## config.mk

```make
export PLATFORM = sky130hd
export DESIGN_NAME = mem_stage_hs
export DESIGN_NICKNAME = d
export VERILOG_FILES = /design/src/rtl/mem_stage_hs.sv
export SDC_FILE = /design/constraint.sdc
export NUM_CORES = 1
export LEC_CHECK = 0
export ABC_CLOCK_PERIOD_IN_PS = 5660
export CAP_MARGIN = 15
export CORE_AREA = 2 2 169 171
export DETAILED_ROUTE_END_ITERATION = 12
export DIE_AREA = 0 0 171 173
export DONT_BUFFER_PORTS = 1
export PLACE_DENSITY = 0.38
export RECOVER_POWER = 25
export SETUP_SLACK_MARGIN = 0.3
export SYNTH_ARGS = -nofsm -noshare
export SYNTH_HDL_FRONTEND = slang
export SYNTH_SLANG_ARGS = --single-unit
export TNS_END_PERCENT = 5
```

## constraint.sdc

```tcl
create_clock -name clk -period 5.66 [get_ports clk]
set_clock_uncertainty 0.15 [all_clocks]
set_input_delay 0.283 -clock clk [delete_from_list [all_inputs] [get_ports clk]]
set_output_delay 0.283 -clock clk [all_outputs]
set_load 0.03 [all_outputs]
```

## src/rtl/mem_stage_hs.sv

```systemverilog
// MEM pipeline stage with valid/ready handshakes, a self-driven variable-latency data-memory port,
// prioritised store-data bypass and a bounded wait for load responses.
module mem_stage_hs #(
  parameter int DATA_W  = 32,
  parameter int ADDR_W  = 32,
  parameter int CTRL_W  = 64,
  parameter int BYP_CH  = 2,
  parameter int TIMEOUT = 15
) (
  input  logic                     clk,
  input  logic                     clr,
  input  logic                     in_valid,
  output logic                     in_ready,
  input  logic [DATA_W-1:0]        in_alu,
  input  logic [DATA_W-1:0]        in_regb,
  input  logic [CTRL_W-1:0]        in_ctrl,
  input  logic                     in_load,
  input  logic                     in_store,
  input  logic [BYP_CH-1:0]        byp_valid,
  input  logic [BYP_CH*DATA_W-1:0] byp_data,
  output logic                     mem_req,
  output logic                     mem_we,
  output logic [ADDR_W-1:0]        mem_addr,
  output logic [DATA_W-1:0]        mem_wdata,
  input  logic                     mem_rvalid,
  input  logic [DATA_W-1:0]        mem_rdata,
  output logic                     out_valid,
  input  logic                     out_ready,
  output logic [DATA_W-1:0]        out_alu,
  output logic [DATA_W-1:0]        out_rdata,
  output logic [CTRL_W-1:0]        out_ctrl,
  output logic                     out_err
);
  timeunit 1ns;
  timeprecision 1ps;

  localparam int CNT_W = (TIMEOUT < 1) ? 1 : $clog2(TIMEOUT + 1);
  localparam logic [CNT_W-1:0] CNT_LAST = CNT_W'(TIMEOUT - 1);

  typedef enum logic [1:0] {IDLE, ISSUE, WAIT, DONE} state_t;

  state_t            state;
  state_t            state_nxt;
  logic [CNT_W-1:0]  cnt;
  logic              load_q;
  logic              store_q;
  logic [DATA_W-1:0] wdata_q;
  logic [DATA_W-1:0] byp_sel;
  logic              accept;
  logic              in_mem;
  logic              cnt_last;

  assign accept   = in_valid & in_ready;
  assign in_mem   = in_load | in_store;
  assign cnt_last = (cnt == CNT_LAST);

  // Lowest-index active channel wins, so scan from the top down and let lower indices override.
  always_comb begin
    byp_sel = in_regb;
    for (int k = BYP_CH - 1; k >= 0; k--) begin
      if (byp_valid[k]) byp_sel = byp_data[k*DATA_W +: DATA_W];
    end
  end

  always_ff @(posedge clk or posedge clr) begin
    if (clr) state <= IDLE;
    else     state <= state_nxt;
  end

  always_comb begin
    state_nxt = state;
    in_ready  = 1'b0;
    mem_req   = 1'b0;
    mem_we    = 1'b0;
    out_valid = 1'b0;
    case (state)
      IDLE: begin
        in_ready = 1'b1;
        if (in_valid) state_nxt = in_mem ? ISSUE : DONE;
      end
      ISSUE: begin
        mem_req   = 1'b1;
        mem_we    = store_q;
        state_nxt = load_q ? WAIT : DONE;
      end
      WAIT: begin
        if (mem_rvalid || cnt_last) state_nxt = DONE;
      end
      DONE: begin
        out_valid = 1'b1;
        if (out_ready) begin
          in_ready  = 1'b1;
          state_nxt = in_valid ? (in_mem ? ISSUE : DONE) : IDLE;
        end
      end
      default: state_nxt = IDLE;
    endcase
  end

  // A new accept always restarts the result as "no load data, no error".
  always_ff @(posedge clk or posedge clr) begin
    if (clr) begin
      out_alu   <= '0;
      out_ctrl  <= '0;
      out_rdata <= '0;
      out_err   <= 1'b0;
      load_q    <= 1'b0;
      store_q   <= 1'b0;
      wdata_q   <= '0;
      cnt       <= '0;
    end else begin
      if (accept) begin
        out_alu   <= in_alu;
        out_ctrl  <= in_ctrl;
        load_q    <= in_load;
        store_q   <= in_store & ~in_load;
        wdata_q   <= byp_sel;
        out_rdata <= '0;
        out_err   <= 1'b0;
      end else if (state == DONE && out_ready) begin
        out_err <= 1'b0;
      end

      if (state == ISSUE) cnt <= '0;

      if (state == WAIT) begin
        if (mem_rvalid) begin
          out_rdata <= mem_rdata;
        end else if (cnt_last) begin
          out_err   <= 1'b1;
          out_rdata <= '0;
        end else begin
          cnt <= cnt + CNT_W'(1);
        end
      end
    end
  end

  assign mem_wdata = wdata_q;

  generate
    if (ADDR_W <= DATA_W) begin : g_addr_trunc
      assign mem_addr = out_alu[ADDR_W-1:0];
    end else begin : g_addr_ext
      assign mem_addr = {{(ADDR_W - DATA_W){1'b0}}, out_alu};
    end
  endgenerate

endmodule

```

== Yosys cells after proc, flatten, opt, wreduce, memory -nomap -nowiden ==
Cells that the tools add are included.
Operators by class
  add/sub/neg operators: 1
  equal/unequal tests: 7
  muxes and demuxes: 27
  bitwise operators: 4
  reduce and logical (&&, ||, !) cells: 4
Operators by type and width (number)
  2-to-1 mux 32 bit: 6
  2-to-1 mux 4 bit: 4
  2-to-1 mux 1 bit: 10
  2-to-1 mux 2 bit: 5
  case mux 2 bit (4 select lines): 1
  != test 2 bit, second input constant: 3
  adder 4 x 1 -> 4 bit, second input constant: 1
  == test 2 bit, second input constant: 2
  == test 4 bit, second input constant: 1
  AND reduction 3 bit: 1
  bitwise AND 1 bit: 2
  == test 2 x 1 -> 1 bit, second input constant: 1
  logical NOT 2 bit: 1
  case mux 1 bit (2 select lines): 1
  logical AND 1 bit: 1
  logical OR 1 bit: 1
  inverter 1 bit: 1
  bitwise OR 1 bit: 1
Word-level totals
  register bits: 169
  input bits: 233
  word-level logic and storage cells: 52

== Longest topological paths before layout ==
Gate-level depths: netlist (run 1).
  depth after elaboration: 7
  gate-level depth with buffers: 7
  depth with buffers taken out: 5

== Least setup slack after synthesis (run 1) ==
OpenSTA, ideal clock, no wires.
  path kind: reg-to-reg
  start point: register state[0]
  end point: register out_alu[0], in the netlist mem_addr[0]
  library setup time: 0.127 ns
  data arrival time: 1.842 ns
  slack: 3.541 ns
  cell stages (with the launch flop): 7
  clock period less this slack: 2.119 ns
  path through: dfrtp_1 ha_1 a21oi_1 nor3_2 buf_4 buf_6 mux2_1
Between the ends
  cells in the longest elaborated chain, start to end: 3
  elaborated cells between the ends (all ways): 4
Ends and longest elaborated chain
  from (decl): line 42  | state_t state;
  from (signal assigned): line 67  | else state <= state_nxt;
  == test 2 bit / logical NOT 2 bit (equally long branches): line 76  | case (state)
  case mux 1 bit (2 select lines) (*): line 76
  bitwise AND 1 bit (*): line 53  | assign accept = in_valid & in_ready;
  to (signal assigned): line 113  | out_alu <= in_alu;
  to (decl): line 29  | output logic [DATA_W-1:0] out_alu,
Every way passes the cells marked *; elsewhere a longest branch is shown, timed or not.
A chain may end at the register's enable or synchronous reset.

==> impl_metrics.py, run 1 <==
metrics = {
    "timing": {
        "grt_setup_unrepaired": "no",
        "worst_pin_slew_ps": 3050,
        "post-route-min-period_ps": 3210,
        "fin_crit_sh_pct": 56.7,
        "drv_slew": 71,
        "finalHoldViolCount": 0,
        "tns_ps": 0,
        "relSlewSlack_pct": -105,
        "setup_viol": 0,
        "fin_ws_ps": 2450,
        "max_freq_ghz": 0.312,
    },
    "synth": {
        "synth-edff-count": 0,
        "syn_nets": 783,
        "syn_area_per_cell_um2": 13.6,
        "synthCells": 544,
        "yosysUniqueCellTypes": 32,
        "ys_seq_area_share_pct": 57.3,
        "ys_seq_elements": 169,
        "yosys_warnings": 0,
        "ys_async_sr_fraction_pct": 100,
        "synth_area_mm2": 0.00738,
        "synth_flop_cell": "dfrtp_1",
    },
    "grt": {
        "antenna_found_initial": 0,
        "grt_max_degree": 71,
        "track_usage_pct": 12.6,
        "grt_pass1_wl_um": 28900,
        "first_global_vias": 5243,
        "overflow": 0,
    },
    "floorplanning": {
        "pin_count": 430,
        "rows": 61,
        "core_area_mm2": 0.0276,
        "die_area_mm2": 0.0296,
        "die_height_um": 173,
        "start_util_pct": 26.7,
        "die_x_um": 171,
    },
    "routing": {
        "first_pass_iters": 5,
        "antenna_left": 0,
        "via_count": 4787,
        "drt_iter0_markers": 189,
        "wl_um": 19200,
        "drc_errors": 0,
        "viasPerCell": 4.50,
        "wl_per_cell_um": 18.1,
    },
    "job": {
        "drv_cap": 1,
    },
    "layout": {
        "drive_above_1_share_pct": 12.0,
        "nets": 912,
        "diodes": 0,
        "syn2layout_area_growth_pct": 32.4,
    },
    "worst_setup_path": {
        "worstSetupPathType": "primary input to async pin",
        "crit_path_end_kind": "async pin",
        "critPathLaunchType": "primary input",
        "cp.required_ps": 5960,
        "critPathMaxFanout": 70,
        "cp.arrival_ps": 3510,
    },
    "outcome": {
        "violations": "capacitance limit, slew limit",
        "outcome": "complete, but fails checks",
    },
    "clock_tree": {
        "cts_buffer_depth": 2,
        "cts.sinks": 169,
        "htree_levels": 4,
        "clk_latency_ps": 420,
        "clockRootBuffer": "clkbuf_16",
        "post_cts_resized": 0,
        "path_clk_slew_ps": 60,
        "cts_buffers": 17,
        "tritoncts": "yes",
    },
    "place": {
        "hpwlAfterDp_um": 13200,
        "port_buffers": 0,
        "place_ws_ps": 2970,
        "routabilityCongestion": 0.764,
    },
    "power": {
        "p_leak_nw": 4.22,
        "ir_worst_vdd_mv": 0.213,
        "powerDensity_mw_per_mm2": 630,
    },
    "min_path": {
        "hold_class": "primary input to register",
    },
}
## cells in the final DEF, fill, tap and decap left out, drive strengths merged
| cell | synthesis | routed |
|---|---|---|
| bufinv | 0 | 3 |
| mux2i | 36 | 36 |
| clkbuf | 12 | 19 |
| a2bb2oi | 1 | 1 |
| a22o | 32 | 32 |
| nor3 | 1 | 1 |
| mux2 | 129 | 129 |
| nor2 | 2 | 2 |
| and2 | 2 | 2 |
| nand2 | 35 | 35 |
| a31o | 2 | 2 |
| a21o | 1 | 1 |
| a21oi | 4 | 4 |
| clkinv | 0 | 3 |
| inv | 8 | 13 |
| buf | 52 | 4 |
| dlygate4sd3 | 0 | 170 |
| o21ai | 34 | 34 |
| o32a | 1 | 1 |
| o32ai | 1 | 1 |
| nand2b | 3 | 3 |
| nor2b | 3 | 3 |
| o22ai | 1 | 1 |
| clkinvlp | 0 | 2 |
| a211oi | 1 | 1 |
| dfrtp | 169 | 169 |
| nor3b | 1 | 1 |
| a22oi | 1 | 1 |
| nand3 | 3 | 3 |
| ha | 6 | 6 |
| and3 | 1 | 1 |
| a222oi | 1 | 1 |
| a21bo | 1 | 1 |
## cell families after synthesis
family	Yosys count	synth area share, %
fa+ha+maj	6	1.02
compound gates	81	7.64
simple gates	51	3.08
buf+inv	72	6.42
flops	169	57.3
mux	165	24.6
## power breakdown
group	leakage [nW]	switching (W)	internal (W)
combinational	1.85	0.000533	0.000681
sequential	2.07	0.00192	0.00179
clock	0.301	0.000518	0.000720
total	4.22	0.00297	0.00319
## final timing paths
path | from | to | slack, ps | cells after the start
min reg2reg | store_q$_DFFE_PP0P_ | store_q$_DFFE_PP0P_ | 330 | 1
max reg2reg | state[1]$_DFFE_PP0P_ | out_ctrl[34]$_DFFE_PP0P_ | 2930 | 5
min | byp_valid[0] | mem_wdata[22]$_DFFE_PP0P_ | 9 | 3
max in group clk | state[1]$_DFFE_PP0P_ | out_ctrl[34]$_DFFE_PP0P_ | 2930 | 5
max | clr | out_ctrl[27]$_DFFE_PP0P_ | 2450 | 3
min in group asynchronous | clr | out_ctrl[18]$_DFFE_PP0P_ | 1040 | 2
## state kept, by name, indices dropped and copies added (netlist names)
| signal | cells |
|---|---|
| store_q | 1 |
| cnt | 4 |
| out_ctrl | 64 |
| mem_addr | 32 |
| mem_wdata | 32 |
| out_rdata | 32 |
| state | 2 |
| out_err | 1 |
| load_q | 1 |
## layout make-up
cell class,instances,area (um2)
inverter,8,31.3
fill,2698,17900
clock buffer,19,443
clock inverter,13,179
tap,378,473
multi-input combinational,303,2690
timing repair buffer,174,1730
sequential,169,4230
## worst max-delay path: stages
cell and delay [ps]:
dlygate4sd3_1 550, clkinvlp_2 1710, buf_4 830
## metal layers
layer	up-vias	wire [um]	GRT usage (%)
li1	2148	-	-
met1	2395	6960	12.9
met2	225	10700	24.1
met3	19	1300	3.64
met4	0	326	4.27
met5	-	0	0
## timing repair
action	4_1_cts	5_1_grt
hold buffers	170	0
setup endpoints to repair	0	0
hold endpoints to repair	223	0
buffers inserted	0	0
## Yosys cell counts (all sizes together), types with 4 or more instances
| cell type | number | share of area (%) |
|---|---|---|
| a22o | 32 | 3.8 |
| clkbuf | 12 | 0.61 |
| dfrtp | 169 | 57 |
| mux2 | 129 | 20 |
| o21ai | 34 | 2.3 |
| nand2 | 35 | 1.8 |
| a21oi | 4 | 0.27 |
| inv | 8 | 0.41 |
| buf | 52 | 5.4 |
| mux2i | 36 | 4.9 |
| ha | 6 | 1.0 |
## through the flow
step,util (%),cell area (um2),std cells,total power [W],hold slack [ps]
finish,35.4,9780,1064,0.00616,8.90
global route,35.4,9780,1064,0.00648,0.330
CTS,35.4,9780,1064,0.00624,1.39
detailed placement,27.0,7460,862,0.00488,140
global placement,27.0,7460,862,0.00484,124
floorplan,-,7380,544,0.00471,268
Power figures use the tool's default switching activity.
==> inputs of run 2 (changes only) <==
ABC_CLOCK_PERIOD_IN_PS = 3200   (was 5660)
clock period = 3.2 ns   (was 5.66 ns; I/O delays follow)
==> impl_metrics.py, run 2 <==
metrics = {
    "outcome": {
        "failing_step": "clock tree synthesis (4_1_cts)",
        "firstError": "[ERROR RSZ-0060] Max buffer count reached.",
        "outcome": "did not finish",
    },
    "place": {
        "port_buffers": 0,
        "hpwlAfterDp_um": 14000,
        "routabilityCongestion": 0.759,
    },
    "floorplanning": {
        "die_height_um": 173,
        "pin_count": 430,
        "die_x_um": 171,
        "start_util_pct": 26.7,
        "rows": 61,
    },
    "synth": {
        "ys_seq_area_share_pct": 57.3,
        "syn_nets": 783,
        "yosysUniqueCellTypes": 32,
        "yosysMostFrequentCell": "dfrtp_1",
        "synth_area_mm2": 0.00738,
        "synth_flop_cell": "dfrtp_1",
        "synthTopCellsByCount": "dfrtp_1 (169), mux2_1 (88), mux2_2 (41)",
        "synth.top_cell.area_share_pct": 57.3,
        "yosys.area.top_type": "dfrtp_1",
        "ys_seq_elements": 169,
        "synthCells": 544,
        "yosys_warnings": 0,
        "ys_async_sr_fraction_pct": 100,
        "synthTopCellsByArea": "dfrtp_1 (57%), mux2_1 (13%), mux2_2 (6.3%), mux2i_1 (4.9%), a22o_1 (3.8%)",
        "syn_area_per_cell_um2": 13.6,
        "synth-edff-count": 0,
    },
    "clock_tree": {
        "cts_hold_buffers": 183,
        "postCtsSetupRepairBufs": 0,
        "cts_buffers": 17,
        "clockRootBuffer": "clkbuf_16",
        "htree_levels": 4,
        "cts_buffer_depth": 2,
        "post_cts_resized": 0,
        "cts.sinks": 169,
    },
}
## run 2: kinds of logic after synthesis
group,synth area share (%)
AOI/OAI and AO/OA,7.64
adders and majority gates,1.02
buffers and inverters,6.42
DFF,57.3
muxes,24.6
and+or+nand+nor,3.08
## run 2: per-stage QoR
step / hold WS (ps) / area [um2] / worst slack [ps] / instances / utilization [%]
2_1_floorplan: 145 / 7390 / 735 / 544 / -
3_3_place_gp: 56.4 / 7540 / 716 / 868 / 27.3
3_5_place_dp: 63.0 / 7540 / 651 / 868 / 27.3
==> inputs of run 3 (changes only) <==
CORE_AREA = 2 2 166 168   (was 2 2 169 171)
DIE_AREA = 0 0 168 170   (was 0 0 171 173)
PLACE_DENSITY = default   (was 0.38)
PLACE_DENSITY_LB_ADDON = 0.15   (was default)
SETUP_SLACK_MARGIN = default   (was 0.3)
==> impl_metrics.py, run 3 <==
metrics = {
    "clock_tree": {
        "post_cts_resized": 0,
        "htree_levels": 4,
        "cts_buffers": 17,
        "cts_buffer_depth": 2,
        "clockRootBuffer": "clkbuf_16",
        "cts.sinks": 169,
        "postCtsSetupRepairBufs": 0,
        "cts_hold_buffers": 173,
    },
    "place": {
        "hpwlAfterDp_um": 13400,
        "dp_cells": 827,
        "routabilityCongestion": 0.743,
        "port_buffers": 0,
    },
    "synth": {
        "synth-compound-area-share_pct": 7.64,
        "syn_nets": 783,
        "syn_area_per_cell_um2": 13.6,
        "synthCells": 544,
        "ys_seq_area_share_pct": 57.3,
        "synthTopCellsByCount": "dfrtp_1 (169), mux2_1 (88), mux2_2 (41)",
        "yosys.area.top_type": "dfrtp_1",
        "synth_top_family_by_area": "multiplexers",
        "synth.top_cell.area_share_pct": 57.3,
        "yosys_warnings": 0,
        "synth_area_mm2": 0.00738,
        "synth-edff-count": 0,
        "yosysUniqueCellTypes": 32,
        "synth-simple-area-share_pct": 3.08,
        "yosysMostFrequentCell": "dfrtp_1",
        "ys_seq_elements": 169,
        "synth_mux_area_share_pct": 24.6,
        "ys_async_sr_fraction_pct": 100,
        "synthXorXnorAreaFrac_pct": 0,
        "synthAdderAreaFrac_pct": 1.02,
        "synthTopCellsByArea": "dfrtp_1 (57%), mux2_1 (13%), mux2_2 (6.3%), mux2i_1 (4.9%), a22o_1 (3.8%)",
        "synth_flop_cell": "dfrtp_1",
    },
    "outcome": {
        "failing_step": "clock tree synthesis (4_1_cts)",
        "outcome": "did not finish",
        "firstError": "[ERROR RSZ-0060] Max buffer count reached.",
    },
    "floorplanning": {
        "pin_count": 430,
        "start_util_pct": 27.7,
        "rows": 60,
        "die_x_um": 168,
        "die_height_um": 170,
    },
}
-- run 3: metrics by stage --
stage | util [%] | instance area, um2 | setup slack (ps) | hold WS, ps
2_1_floorplan | - | 7390 | 735 | 145
3_3_place_gp | 28.1 | 7480 | 808 | 87.0
3_5_place_dp | 28.1 | 7480 | 739 | 110
-- run 3: cells by family after synthesis --
| kind of cell | Yosys count |
|---|---|
| AO/OA/AOI/OAI | 81 |
| adder cells (fa/ha/maj) | 6 |
| buffers and inverters | 72 |
| flip-flops | 169 |
| multiplexers | 165 |
| AND/OR/NAND/NOR | 51 |
